==> src/rtl/cfm_pkg.sv <==
// Shared frame constants and serializer state encoding for the frame serializer slice.
package cfm_pkg;

    localparam int unsigned WORDS     = 20;
    localparam int unsigned DW        = 12;
    localparam int unsigned AW        = 5;
    localparam logic [15:0] SYNC_WORD = 16'hF3A0;

    typedef enum logic [2:0] {
        StIdle,
        StSync,
        StData,
        StPar,
        StEnd
    } ser_state_e;

endpackage

==> src/rtl/frame_bank_ram.sv <==
// Two-bank frame store: one write port and one registered read port.
module frame_bank_ram #(
    parameter int unsigned WORDS = 20,
    parameter int unsigned DW    = 12,
    parameter int unsigned AW    = 5
) (
    input  logic          clk,
    input  logic          wr_bank,
    input  logic [AW-1:0] wr_addr,
    input  logic [DW-1:0] wr_data,
    input  logic          we,
    input  logic          rd_bank,
    input  logic [AW-1:0] rd_addr,
    output logic [DW-1:0] rd_data
);

    logic [DW-1:0] mem [2][WORDS];
    logic [DW-1:0] rd_data_d;
    logic [DW-1:0] rd_data_q;

    always_comb begin
        rd_data_d = mem[rd_bank][rd_addr];
    end

    // Storage is deliberately left without reset.
    always_ff @(posedge clk) begin
        if (we) begin
            mem[wr_bank][wr_addr] <= wr_data;
        end
        rd_data_q <= rd_data_d;
    end

    assign rd_data = rd_data_q;

endmodule

==> src/rtl/frame_serializer.sv <==
// Double-buffered frame store feeding a sync-marker + MSB-first bit serializer.
// Define FRAME_SER_PARITY_EN to append an odd-parity bit after every data word.
module frame_serializer #(
    parameter int unsigned WORDS     = cfm_pkg::WORDS,
    parameter int unsigned DW        = cfm_pkg::DW,
    parameter int unsigned BIT_DIV   = 4,
    parameter logic [15:0] SYNC_WORD = cfm_pkg::SYNC_WORD
) (
    input  logic          clk,
    input  logic          rst,
    input  logic [4:0]    wrAdr,
    input  logic          WE,
    input  logic [DW-1:0] dataIn,
    input  logic          full,
    input  logic          clrOvr,
    output logic          sdo,
    output logic          frmStrt,
    output logic          busy,
    output logic          overrun
);
    import cfm_pkg::*;

    localparam int unsigned DivW       = (BIT_DIV > 1) ? $clog2(BIT_DIV) : 1;
    localparam logic [DivW-1:0] DivLast = DivW'(BIT_DIV - 1);
    localparam logic [4:0] BitLast     = 5'(DW - 1);
    localparam logic [4:0] BitPenult   = 5'(DW - 2);
    localparam logic [4:0] WordLast    = 5'(WORDS - 1);

    ser_state_e      state_q, state_d;
    logic [DivW-1:0] div_q, div_d;
    logic [4:0]      bit_cnt_q, bit_cnt_d;
    logic [4:0]      word_cnt_q, word_cnt_d;
    logic            sdo_q, sdo_d;
    logic            frm_strt_q, frm_strt_d;
    logic            busy_q, busy_d;
    logic            overrun_q, overrun_d;
    logic            wr_bank_q, wr_bank_d;
    logic            full_q, full_d;
    logic            start_q, start_d;
`ifdef FRAME_SER_PARITY_EN
    logic            par_q, par_d;
`endif

    logic            full_rise, handoff, ram_we, bit_end;
    logic [DW-1:0]   rd_data, data_shift;
    logic [15:0]     sync_shift;

    assign full_rise = full & ~full_q;
    assign handoff   = full_rise & ~busy_q & ~start_q;
    assign ram_we    = WE & (32'(wrAdr) < WORDS);
    assign bit_end   = (div_q == DivLast);

    frame_bank_ram #(
        .WORDS (WORDS),
        .DW    (DW),
        .AW    (AW)
    ) u_ram (
        .clk     (clk),
        .wr_bank (wr_bank_q),
        .wr_addr (wrAdr),
        .wr_data (dataIn),
        .we      (ram_we),
        .rd_bank (~wr_bank_q),
        .rd_addr (word_cnt_q),
        .rd_data (rd_data)
    );

    always_comb begin
        state_d    = state_q;
        div_d      = div_q;
        bit_cnt_d  = bit_cnt_q;
        word_cnt_d = word_cnt_q;
        sdo_d      = sdo_q;
        frm_strt_d = 1'b0;
        busy_d     = busy_q;
        full_d     = full;
        start_d    = handoff;
        wr_bank_d  = wr_bank_q ^ handoff;
        // A new overrun takes priority over a simultaneous clear.
        overrun_d  = (full_rise & (busy_q | start_q)) ? 1'b1 :
                     (clrOvr ? 1'b0 : overrun_q);
        sync_shift = SYNC_WORD << (bit_cnt_q + 5'd1);
        data_shift = rd_data << (bit_cnt_q + 5'd1);
`ifdef FRAME_SER_PARITY_EN
        par_d      = par_q;
`endif

        if (state_q != StIdle) begin
            div_d = bit_end ? '0 : div_q + DivW'(1);
        end

        case (state_q)
            StIdle: begin
                if (start_q) begin
                    state_d    = StSync;
                    div_d      = '0;
                    bit_cnt_d  = '0;
                    sdo_d      = SYNC_WORD[15];
                    frm_strt_d = 1'b1;
                    busy_d     = 1'b1;
                end
            end
            StSync: begin
                if (bit_end) begin
                    if (bit_cnt_q == 5'd15) begin
                        state_d   = StData;
                        bit_cnt_d = '0;
                        sdo_d     = rd_data[DW-1];
                    end else begin
                        bit_cnt_d = bit_cnt_q + 5'd1;
                        sdo_d     = sync_shift[15];
                    end
                end
            end
            StData: begin
                if (bit_end) begin
                    if (bit_cnt_q == BitLast) begin
                        bit_cnt_d = '0;
`ifdef FRAME_SER_PARITY_EN
                        state_d = StPar;
                        sdo_d   = ~par_q;
`else
                        // Word counter has already wrapped once the last word is out.
                        if (word_cnt_q == '0) begin
                            state_d = StEnd;
                            sdo_d   = 1'b1;
                        end else begin
                            sdo_d = rd_data[DW-1];
                        end
`endif
                    end else begin
                        bit_cnt_d = bit_cnt_q + 5'd1;
                        sdo_d     = data_shift[DW-1];
                        // Advance on entry to the last bit so the next word is read in time.
                        if (bit_cnt_q == BitPenult) begin
                            word_cnt_d = (word_cnt_q == WordLast) ? '0 : word_cnt_q + 5'd1;
                        end
                    end
                end
            end
`ifdef FRAME_SER_PARITY_EN
            StPar: begin
                if (bit_end) begin
                    if (word_cnt_q == '0) begin
                        state_d = StEnd;
                        sdo_d   = 1'b1;
                    end else begin
                        state_d = StData;
                        sdo_d   = rd_data[DW-1];
                    end
                end
            end
`endif
            StEnd: begin
                if (bit_end) begin
                    state_d = StIdle;
                    busy_d  = 1'b0;
                    sdo_d   = 1'b1;
                end
            end
            default: state_d = StIdle;
        endcase

`ifdef FRAME_SER_PARITY_EN
        if (bit_end && state_d == StData) begin
            par_d = (state_q == StData) ? (par_q ^ sdo_d) : sdo_d;
        end
`endif
    end

    always_ff @(posedge clk or negedge rst) begin
        if (!rst) begin
            state_q    <= StIdle;
            div_q      <= '0;
            bit_cnt_q  <= '0;
            word_cnt_q <= '0;
            sdo_q      <= 1'b1;
            frm_strt_q <= 1'b0;
            busy_q     <= 1'b0;
            overrun_q  <= 1'b0;
            wr_bank_q  <= 1'b0;
            full_q     <= 1'b0;
            start_q    <= 1'b0;
`ifdef FRAME_SER_PARITY_EN
            par_q      <= 1'b0;
`endif
        end else begin
            state_q    <= state_d;
            div_q      <= div_d;
            bit_cnt_q  <= bit_cnt_d;
            word_cnt_q <= word_cnt_d;
            sdo_q      <= sdo_d;
            frm_strt_q <= frm_strt_d;
            busy_q     <= busy_d;
            overrun_q  <= overrun_d;
            wr_bank_q  <= wr_bank_d;
            full_q     <= full_d;
            start_q    <= start_d;
`ifdef FRAME_SER_PARITY_EN
            par_q      <= par_d;
`endif
        end
    end

    assign sdo     = sdo_q;
    assign frmStrt = frm_strt_q;
    assign busy    = busy_q;
    assign overrun = overrun_q;

endmodule

==> config.mk <==
export PLATFORM = sky130hd
export DESIGN_NAME = frame_serializer
export DESIGN_NICKNAME = d
export VERILOG_FILES = /design/src/rtl/cfm_pkg.sv /design/src/rtl/frame_bank_ram.sv /design/src/rtl/frame_serializer.sv
export SDC_FILE = /design/constraint.sdc
export NUM_CORES = 1
export LEC_CHECK = 0
export CAP_MARGIN = 20
export CORE_MARGIN = 1
export CORE_UTILIZATION = 30
export CTS_BUF_LIST = sky130_fd_sc_hd__clkbuf_4 sky130_fd_sc_hd__clkbuf_8
export DETAILED_ROUTE_END_ITERATION = 16
export HOLD_SLACK_MARGIN = 0.02
export SYNTH_ARGS = -nofsm -noshare
export SYNTH_HDL_FRONTEND = slang
export SYNTH_SLANG_ARGS = --single-unit
export TNS_END_PERCENT = 1
==> constraint.sdc <==
create_clock -name clk -period 2.3 [get_ports clk]
set_input_delay 0.345 -clock clk [delete_from_list [all_inputs] [get_ports clk]]
set_output_delay 0.345 -clock clk [all_outputs]
set_load 0.005 [all_outputs]
Yosys cells after proc, flatten, opt, wreduce, memory -nomap -nowiden
Memories as Yosys holds them, arrays and structs flattened.
Cells that the tools add are included.
Widths: inputs -> output; s select.
- $add $sub $neg: 3
- magnitude comparators: 4
- equal/unequal tests: 15
- shift-type cells: 2
- mux-type cells: 40
- bitwise gates (word level): 14
- reduce and logical (&&, ||, !) cells: 13
- operators by type and width (cell ; count):
    $mux 240 ; 1
    $bmux 12 s5 ; 1
    $demux 12 s5 ; 1
    $mux 12 ; 3
    $mux 5 ; 6
    $mux 3 ; 7
    $shl 16x5->16 const A ; 1
    $eq 5x4->1 const B ; 3
    $pmux 5 s3 ; 1
    $ne 2x2->1 const B ; 7
    $mux 1 ; 13
    $ge 6x6->1 const B ; 2
    $not 5->6 ; 2
    $pmux 3 s4 ; 1
    $shl 12x5->12 ; 1
    $add 5x1->5 const B ; 2
    $mux 2 ; 4
    $reduce_and 4->1 ; 2
    $reduce_and 7->1 ; 1
    $lt 6x1->1 const B ; 1
    $reduce_bool 3->1 ; 2
    $and 1x1->1 ; 5
    $eq 5x5->1 const B ; 1
    $logic_not 5->1 ; 1
    other kinds (17) ; 22
- flip-flop bits (word level): 34
- RAM bits: 480
- bits of input ports: 22
- output and inout bits: 4
- word-level logic and storage cells: 104
- memories kept: 1
- memories (memory ; words ; bits a word ; read ports ; clocked after Yosys merged registers in ; write ports ; line ; source):
    u_ram.mem ; 2 ; 240 ; 1 ; 0 ; 1 ; frame_bank_ram.sv:17 ; logic [DW-1:0] mem [2][WORDS];

Longest topological paths before layout
Gate-level depths: netlist of run 1.
- word-level depth: 6
- mapped depth: 11
- mapped depth without buffers: 9

Cells and area by module
A second synthesis of run 1 with hierarchy kept.
- cells, all modules: 1004
- area total of the unflattened synthesis: 20478.4 um2
- by module, submodules not included (module ; times used ; cells an instance ; area each (um2) ; sequential area each (um2)):
    frame_bank_ram ; 1 ; 848 ; 18921.9 ; 14654.1
    frame_serializer ; 1 ; 156 ; 1556.5 ; 551.8

Least setup slack after synthesis of run 1
Ideal clock, no wire load.
- path type: register -> register
- from: register wr_bank_q
- to: memory u_ram.mem[0][180] (netlist bit) (enable)
- setup time: 0.380 ns
- arrival: 1.945 ns
- required time: 1.920 ns
- path slack: -0.025 ns
- stages on the path, launching flop included: 7
- buffers on the path: 4
- period minus slack after synthesis: 2.325 ns
- cell sequence: dfrtp_1 > buf_6 > buf_8 > buf_6 > buf_2 > or3_1 > nor2_1
- RTL lines (element ; line ; source):
    from (decl) ; frame_serializer.sv:37 ; logic wr_bank_q, wr_bank_d;
    from (signal assigned) ; frame_serializer.sv:196 ; wr_bank_q <= wr_bank_d;
    to (decl) ; frame_bank_ram.sv:17 ;
No word-level cell before the write port.

Worst setup path after layout of run 1
- from: register wr_bank_q
- to: register u_ram.rd_data_q[11], in the netlist u_ram.rd_data[11]
- longest elaborated chain between the ends: 5
- ends and longest elaborated chain (element ; line ; source):
    $not 1->1 ; frame_serializer.sv:63 ; .rd_bank (~wr_bank_q),
    $mem_v2 2x240 ; - ;
    $bmux 12 s5 ; frame_bank_ram.sv:22 ; rd_data_d = mem[rd_bank][rd_addr];
    $mux 12 (not written as such) (2 in series) ; frame_bank_ram.sv:22 ;
    via u_ram.rd_data_d[11] ; frame_bank_ram.sv:18 ; logic [DW-1:0] rd_data_d;
    to (signal assigned) ; frame_bank_ram.sv:30 ; rd_data_q <= rd_data_d;
    to (decl) ; frame_bank_ram.sv:19 ; logic [DW-1:0] rd_data_q;
The timed path passes the listed nets, and every way through them passes these cells. The select of a mux whose other input is x is not followed.
A chain may end at the register's enable or synchronous reset.

==> reports/qor.yml, run 1 <==
outcome: "completed"
vias_per_cell: 4.873
p_leak_uw: 0.007889
die_w_um: 261.7
clock.fmax_mhz: 440.7
crit_chain: "buf_12 > buf_12 > mux4_1 > a22oi_1 > a211o_1 > o21ai_1"
drtPass1Iterations: 5
crit_slowest_cell: "mux4_1"
synth.distinct_cells: 60
globalplace.congestion: 0.8288
diodes: 0
area_delta_synth_final_pct: 19.12
rows: 94
grt_first_pass_wirelength_mm: 69.31
synthFlopType: "edfxtp_1"
crit_buf_inv: 2
drv_cap: 0
synth-compound-area-share_pct: 4.088
core_area_mm2: 0.06622
vias: 10320
synth_top_family_by_area: "multiplexers"
relSlewSlack_pct: 41.01
cts_buffers: 84
die_h_um: 261.7
drt_iter0_drc: 889
critPathCaptureType: "flop"
setup_tns_ns: 0
cp_top_family: "compound AO/OA/AOI/OAI gates"
wl_per_cell_um: 21.86
synth.ff_latch_count: 514
clock_sinks: 514
finalCritPeriodShare_pct: 98.65
layout-drive-gt1-share_pct: 30.62
synthAdderAreaFrac_pct: 0.4329
whs_ns: 0.07554
worstSkewPairLatency_ns: 0.67
synthMuxAreaShare_pct: 14.76
synthArstFlopShare_pct: 4.280
synth_xor_area_share_pct: 0.2164
die-area_mm2: 0.06849
cts_tree: "built"
rsz0062_at_grt: "yes"
synth_edf_count: 480
postCtsHoldBufs: 0
crit_arrival_ns: 2.78
drc_errors: 0
avgSynthCellArea_um2: 20.27
final_util_pct: 36.40
path_common_cell: "buf_12"
powerDensity_mw_per_mm2: 819.3
slowest_delay_ns: 0.60
clkTransAtPathRegs_ns: 0.07
top_level_ports: 26
nets: 1217
final_common_cell: "edfxtp_1"
hold_viol_final: 0
cts.root.buffer_cell: "clkbuf_8"
grt_usage_pct: 13.82
syn-num-nets: 1027
finalClockSkew_ns: 0.03457
grt_max_degree: 41
port_buffers: 25
wirelength_mm: 46.30
clockBufferDepth: 3
yosysWarnings: 0
worstMarginPinSlew_ns: 0.8849
synth_seq_area_share_pct: 75.15
slew_violations: 0
gr-total-overflow: 0
grt_pass1_vias: 10650
start_util_pct: 30.56
worstSetupPathType: "reg2reg"
peakVddDrop_mv: 0.4413
h-tree-depth: 3
dp_hpwl_mm: 29.07
hp-class: "in2async"
cp.required_ns: 2.81
grt_antenna_before_repair: 0
most-common-layout-cells: "edfxtp_1 (480), buf_4 (117), mux4_2 (90)"
cts_setup_buffers: 0
setup_viol: 0
syn_area_mm2: 0.02023
start_kind: "flop"
crit_fanout: 16
finalCriticalPeriod_ns: 2.269
synth_cells: 998
ant_nets: 0
synth_simple_gate_area_share_pct: 3.209
## timing repair
action / CTS / global route
setup endpoints to repair: 5 / 11
pin swaps: 0 / 1
gates resized for setup: 4 / 11
## power breakdown
| group | total (µW) | internal [µW] | switching (µW) |
|---|---|---|---|
| logic | 1480 | 712 | 769 |
| registers | 10400 | 10300 | 62.6 |
| clock network | 7870 | 4280 | 3590 |
| total | 19700 | 15300 | 4420 |
## worst paths after layout
check                               endpoint      start  slack [ns]  cells after the start
max                        u_ram.rd_data[11]  wr_bank_q        0.03                      6
min                                wr_bank_q        rst        0.08                      2
max reg2reg                u_ram.rd_data[11]  wr_bank_q        0.03                      6
min reg2reg                         div_q[0]   div_q[0]        0.50                      1
max in group asynchronous                sdo        rst        1.93                      2
min in group clk                      full_q       full        0.18                      1
## sequential cells by signal, summed over array words and instances (netlist names), 2 cells and up
signal and count:
div_q 2, bit_cnt_q 5, word_cnt_q 5, state_q 3, u_ram.mem 480, u_ram.rd_data 12
## metrics by stage
stage | setup slack [ns] | total power (µW) | cell area [µm²] | instances
2_1_floorplan | -0.02490 | 11520 | 20240 | 998
3_3_place_gp | -0.1378 | 12040 | 22380 | 1966
3_5_place_dp | -0.1462 | 12070 | 22380 | 1966
4_1_cts | -0.01326 | 19960 | 24060 | 2118
5_1_grt | -0.01440 | 20460 | 24100 | 2118
6_report | 0.03113 | 19750 | 24100 | 2118
## layout make-up
class	instances	area, µm²
Fill cell	6093	42110
Sequential cell	514	15210
Multi-Input combinational cell	417	4639
Timing Repair Buffer	161	1469
Clock buffer	119	1438
Tap cell	864	1081
Clock inverter	33	224.0
Inverter	10	37.54
## synth_stat cells (10+ instances only)
| master | instances | area (µm²) |
|---|---|---|
| edfxtp_1 | 480 | 14410 |
| mux4_2 | 89 | 2004 |
| mux2i_1 | 55 | 550.5 |
| nor2_1 | 52 | 195.2 |
| dfrtp_1 | 21 | 525.5 |
| nand2_1 | 20 | 75.07 |
| a211oi_1 | 18 | 135.1 |
| buf_2 | 18 | 90.09 |
| a22oi_1 | 17 | 127.6 |
| mux4_1 | 16 | 420.4 |
| o22ai_1 | 15 | 93.84 |
| buf_4 | 12 | 90.09 |
| clkbuf_1 | 12 | 45.04 |
| dfxtp_1 | 12 | 240.2 |
| o21ai_0 | 11 | 55.05 |
| a22o_1 | 10 | 87.58 |
## kinds of logic (layout without fill, tap and decap cells)
| logic type | after synthesis | after routing |
|---|---|---|
| adder cells (fa/ha/maj) | 7 | 7 |
| AO/OA/AOI/OAI | 117 | 117 |
| flip-flops | 514 | 514 |
| AND/OR/NAND/NOR | 127 | 127 |
| buffers and inverters | 67 | 323 |
| multiplexers | 161 | 161 |
| XOR/XNOR | 5 | 5 |
## layer usage
metal / track usage, % / up-vias / share of wire, %
met2: 21.47 / 321 / 47
met4: 5.071 / 0 / 2.4
met5: 0 / - / 0
met1: 19.40 / 5396 / 46
li1: - / 4534 / -
met3: 2.440 / 69 / 5.1
Note: power is estimated with default switching activity, not from simulation.
==> run 2: changes to the inputs <==
Settings changed: ABC_CLOCK_PERIOD_IN_PS from default to 2300.
==> results of run 2 <==
Same layout as run 1: the final DEF is identical, and so are final timing and power.
